### config.mk
export PLATFORM = sky130hd
export DESIGN_NAME = affine_nsh_ser
export DESIGN_NICKNAME = d
export VERILOG_FILES = /design/src/rtl/affine_nsh_pkg.sv /design/src/rtl/affine_nsh_nib.sv /design/src/rtl/affine_nsh_ser.sv
export SDC_FILE = /design/constraint.sdc
export NUM_CORES = 1
export LEC_CHECK = 0
export ABC_AREA = 1
export CAP_MARGIN = 15
export CORE_ASPECT_RATIO = 1.4
export CORE_UTILIZATION = 50
export CTS_CLUSTER_DIAMETER = 100
export DETAILED_ROUTE_END_ITERATION = 10
export GPL_ROUTABILITY_DRIVEN = 0
export PLACE_DENSITY = 0.84
export SLEW_MARGIN = 20
export SYNTH_ARGS = -nofsm -noshare
export SYNTH_HDL_FRONTEND = slang
export SYNTH_SLANG_ARGS = --single-unit
export TNS_END_PERCENT = 5
### constraint.sdc
create_clock -name clk -period 8.9 [get_ports clk]
set_input_delay 0.89 -clock clk [delete_from_list [all_inputs] [get_ports clk]]
set_output_delay 0.89 -clock clk [all_outputs]
set_load 0.1 [all_outputs]
### src/rtl/affine_nsh_pkg.sv
// affine_nsh_pkg: shared constants and types for the serialised masked affine layer.
// A is stored as four row masks: output bit i = parity(AFF_A[i] & x).
// A is unit upper-triangular, so the map is invertible.
package affine_nsh_pkg;

   typedef logic [3:0] nib_t;

   typedef enum logic [1:0] {
      IDLE = 2'd0,
      BUSY = 2'd1,
      DONE = 2'd2
   } state_t;

   // Rows of A, row 0 in the low nibble.
   localparam logic [3:0][3:0] AFF_A = {4'b1000, 4'b1100, 4'b0110, 4'b1011};
   localparam nib_t            AFF_C = 4'hA;

   // Linear part A*x over GF(2).
   function automatic nib_t aff_lin(input nib_t x);
      nib_t r;
      for (int i = 0; i < 4; i++) begin
         r[i] = ^(AFF_A[i] & x);
      end
      return r;
   endfunction

endpackage

### src/rtl/affine_nsh_nib.sv
// affine_nsh_nib: one 4-bit share map. ADD_CONST=1 gives A*x ^ C (share 0),
// ADD_CONST=0 gives the purely linear A*x used by every other share.
module affine_nsh_nib
   import affine_nsh_pkg::*;
#(
   parameter bit ADD_CONST = 1'b0
) (
   input  logic [3:0] x,
   output logic [3:0] y
);

   // Affine map of a single nibble of a single share.
   always_comb begin
      y = aff_lin(x) ^ (ADD_CONST ? AFF_C : 4'h0);
   end

endmodule

### src/rtl/affine_nsh_ser.sv
// affine_nsh_ser: serialised affine layer over a Boolean-shared state.
// Captures all shares, transforms LANES nibbles of every share per cycle in
// place, then presents the result until the consumer takes it.
// Each nibble lane reads exactly one share, so shares never mix.
// Build option: define AFFINE_NSH_SER_CLR_EN to wipe the result register after
// the output handshake and force out_data to zero while out_valid is low.
module affine_nsh_ser
   import affine_nsh_pkg::*;
#(
   parameter int SHARES  = 3,
   parameter int NIBBLES = 16,
   parameter int LANES   = 4
) (
   input  logic                          clk,
   input  logic                          rst,
   input  logic                          in_valid,
   output logic                          in_ready,
   input  logic [SHARES*4*NIBBLES-1:0]   in_data,
   output logic                          out_valid,
   input  logic                          out_ready,
   output logic [SHARES*4*NIBBLES-1:0]   out_data
);

   localparam int STEPS = NIBBLES / LANES;
   localparam int CW    = (STEPS > 1)   ? $clog2(STEPS)   : 1;
   localparam int KW    = (NIBBLES > 1) ? $clog2(NIBBLES) : 1;

   state_t                            st, st_nx;
   logic [CW-1:0]                     cnt;
   nib_t [SHARES-1:0][NIBBLES-1:0]    data_q, data_nx;
   nib_t [SHARES-1:0][LANES-1:0]      lane_y;
   logic                              last;

   // Nibble index handled by lane 'lane' in step 'c'.
   function automatic logic [KW-1:0] nib_idx(input logic [CW-1:0] c, input int lane);
      return KW'(int'(c) * LANES + lane);
   endfunction

   assign last = (cnt == CW'(STEPS - 1));

   // One map per lane per share; share 0 carries the constant.
   for (genvar s = 0; s < SHARES; s++) begin : g_share
      for (genvar l = 0; l < LANES; l++) begin : g_lane
         affine_nsh_nib #(.ADD_CONST(s == 0)) u_nib (
            .x (data_q[s][nib_idx(cnt, l)]),
            .y (lane_y[s][l])
         );
      end
   end

   // Merge the transformed lanes back into their slots of the state.
   always_comb begin
      // NOTE: every comb output gets a default first so no path infers a latch.
      data_nx = data_q;
      for (int s = 0; s < SHARES; s++) begin
         for (int l = 0; l < LANES; l++) begin
            data_nx[s][nib_idx(cnt, l)] = lane_y[s][l];
         end
      end
   end

   // FSM state register.
   always_ff @(posedge clk or posedge rst) begin
      // NOTE: sequential state uses non-blocking assignments so all registers see pre-edge values.
      if (rst) st <= IDLE;
      else     st <= st_nx;
   end

   // FSM next-state logic.
   always_comb begin
      st_nx = st;
      case (st)
         IDLE:    if (in_valid)  st_nx = BUSY;
         BUSY:    if (last)      st_nx = DONE;
         DONE:    if (out_ready) st_nx = IDLE;
         default:                st_nx = IDLE;
      endcase
   end

   // FSM outputs; result visibility depends on the clear-on-handoff option.
   always_comb begin
      in_ready  = (st == IDLE);
      out_valid = (st == DONE);
`ifdef AFFINE_NSH_SER_CLR_EN
      out_data  = out_valid ? data_q : '0;
`else
      out_data  = data_q;
`endif
   end

   // Datapath: capture, in-place serial transform, step counter.
   always_ff @(posedge clk or posedge rst) begin
      if (rst) begin
         // NOTE: the wide state register is reset because its contents are visible on out_data.
         data_q <= '0;
         cnt    <= '0;
      end else begin
         case (st)
            IDLE: begin
               if (in_valid) begin
                  data_q <= in_data;
                  cnt    <= '0;
               end
            end
            BUSY: begin
               data_q <= data_nx;
               cnt    <= last ? '0 : cnt + 1'b1;
            end
            DONE: begin
`ifdef AFFINE_NSH_SER_CLR_EN
               if (out_ready) data_q <= '0;
`endif
            end
            default: ;
         endcase
      end
   end

endmodule

==> qor.txt <==
TNS Setup - 0 ns
Congestion Overflow GR - 0
Worst Hold Class - reg -> reg
Cells after Synth - 1664
Routed len/inst - 23.1 um
1st-iter DRT viols - 1896
Post-synth cell types - 25
MaxCap Viol Count - 0
Met1 Use GR - 50.0%
Ys Warns - 0
DRC - 0
I/O pin count - 390
Crit path max fanout - 75
Remaining antenna violation count - 0
Gr busiest metal - met2
Die width - 131 um
FF+latch count, synth - 196
Setup-failing EPs final - 0
WHS Path Cells - 2
Least-Margin Pin Slew - 1.19 ns
DIE HEIGHT - 182 um
Final Max Slew Viols - 0
All-layer global routing usage - 45.6%
Synth Net Count - 1864
CTS root buf - clkbuf_16
Row Count - 65
Post-cts gate resize count - 0
Starting Density - 51.2%
Fmax - 266 MHz
Worst R2R Start - cnt[1]$_DFFE_PP0P_
Worst slew margin - 20.2%
Origin of the worst min-delay path - out_data[10]$_DFFE_PP0P_
Worst Setup Path Type - reg -> reg
Clock slew at reported path FFs - 0.08 ns
Worst Skew - 0.0167 ns
Final period util - 42.3%
Status - completed
Sequential cell area fraction in the yosys report - 42.4%
CTS Hold Buffers Added - 0
Layout fillers - 1874
1st-pass router iterations - 8
TritonCTS clock tree - done
I/O Buffers - 389
Worst EP arrival - 4.12 ns
Met3 Use GR - 17.8%
Layout cells sized above 1 - 3.88%
DP HPWL - 34000 um
CTS H-tree depth - 4
R2R depth - 11
Num CTS Buffers - 17
Vias in the first global route - 13.8k
Met2 GRT Util - 69.0%
Startpoint types - flip-flop
Max Buffers Root-to-Sink - 2
Crit end category - flip-flop
Area Growth Syn to Fin - 39.6%
Clock sink total - 196
Cell area after synthesis - 11600 um^2
Clock Latency Late Sink - 0.45 ns
Number of nets in the layout - 2171
Period minus WS final - 3.76 ns
Reg2reg end - out_data[87]$_DFFE_PP0P_
Syn Area/Cell - 6.95 um^2
Vias/cell - 6.29
CP Data Required Time - 9.26 ns
First-pass GRT wire length - 79200 um
Largest net degree at the start of global routing - 138
Antenna violations before repair - 7
Hold endpoint - out_data[10]$_DFFE_PP0P_
Die footprint - 23800 um^2
R2R setup slack - 5.14 ns
Placeable Area - 22600 um^2
Hold Vio Cnt, Final - 0
RSZ-0062 raised after global routing - no
Final WL - 53000 um
Setup repair bufs after CTS - 0
Via count - 14.4k
## Yosys cell counts
library cell  instances  share of area [%]
nand2_1             604                 20
nand3_1             326                 14
dfrtp_1             196                 42
a21oi_1             166                7.2
nor2_1               90                2.9
o211ai_1             58                3.8
inv_1                53                1.7
clkbuf_1             51                1.7
buf_2                38                1.6
buf_1                21               0.68
xnor2_1              12               0.91
o21ai_0               8               0.35
buf_4                 5               0.32
nand2_2               5               0.27
and2_1                4               0.22
ha_1                  4               0.43
inv_2                 4               0.13
o221ai_1              4               0.30
xor2_2                4               0.56
buf_6                 3               0.29
nor2_2                3               0.16
xor2_1                2               0.15
nand3b_1              1              0.065
o31ai_1               1              0.065
xnor2_2               1               0.14
## kinds of logic (layout without fill, tap and decap cells)
logic type	count (synthesis)	in the layout	synth area share, %
xor+xnor	19	19	1.76
flops	196	196	42.4
other cells	0	4	0
fa+ha+maj	4	4	0.432
buf+inv	175	495	6.44
simple gates	1033	1033	37.3
compound gates	237	237	11.7
## per-layer routing
layer | part of all wire [%] | wire [um] | vias up
li1 | - | - | 6116
met1 | 32 | 16800 | 6675
met2 | 45 | 23800 | 1251
met3 | 14 | 7320 | 351
met4 | 9.5 | 5040 | 8
met5 | 0.10 | 55 | -
## worst max path at each step
stage,cells after the start,start,end
global route,11,cnt[1]$_DFFE_PP0P_,out_data[87]$_DFFE_PP0P_
global placement,7,st[1]$_DFFE_PP0P_,out_data[75]$_DFFE_PP0P_
CTS,7,st[1]$_DFFE_PP0P_,out_data[71]$_DFFE_PP0P_
finish,11,cnt[1]$_DFFE_PP0P_,out_data[87]$_DFFE_PP0P_
detailed placement,7,st[1]$_DFFE_PP0P_,out_data[74]$_DFFE_PP0P_
floorplan,1,rst,cnt[0]$_DFFE_PP0P_
## critical path, cell delays in order (launching register included)
cell and delay [ns]:
dfrtp_2 0.39, buf_4 0.41, inv_2 0.14, buf_4 0.71, ha_1 0.31, inv_1 0.07
nor2_4 0.14, nor2_4 0.06, inv_2 0.06, buf_4 0.56, nand3_1 0.54, o211ai_1 0.22
## area by class of cell
cell class	instances	area [um^2]	area share, %
multi-input cells	1293	5990	37.1
diodes	4	10.0	0.0620
repair buffers	406	4040	25.0
inverters	57	223	1.38
clock inverters	13	163	1.01
clock buffers	19	443	2.74
well taps	301	377	2.33
flip-flops and latches	196	4910	30.4
## state kept, by name, indices dropped and copies added (netlist names)
signal	count
cnt	2
out_data	192
st	2
## metrics by stage
step / hold slack [ns] / std cells / worst slack, ns / util, % / instance area, um^2
4_1_cts: 0.524 / 2284 / 5.44 / 71.3 / 16100
6_report: 0.523 / 2289 / 5.14 / 71.4 / 16200
3_3_place_gp: 0.502 / 2252 / 5.58 / 68.6 / 15500
3_5_place_dp: 0.506 / 2252 / 5.48 / 68.6 / 15500
5_1_grt: 0.557 / 2287 / 5.08 / 71.4 / 16100
2_1_floorplan: 0.495 / 1664 / 2.67 / - / 11600
## placed cells by master, fill, tap and decap left out, drive strengths merged
cell type and count:
nand3 326, o21ai 8, and2 4, diode 4, inv 64, a21oi 166, xor2 6, o211ai 58
o31ai 1, nand2 609, ha 4, bufinv 1, buf 18, clkinv 5, clkdlybuf4s50 388, nor2 93
dfrtp 196, clkbuf 19, xnor2 13, o221ai 4, nand3b 1
Power is left out: the tool's default activity adds up to more than one toggle a clock period on the data nets, which glitch-free logic cannot reach.
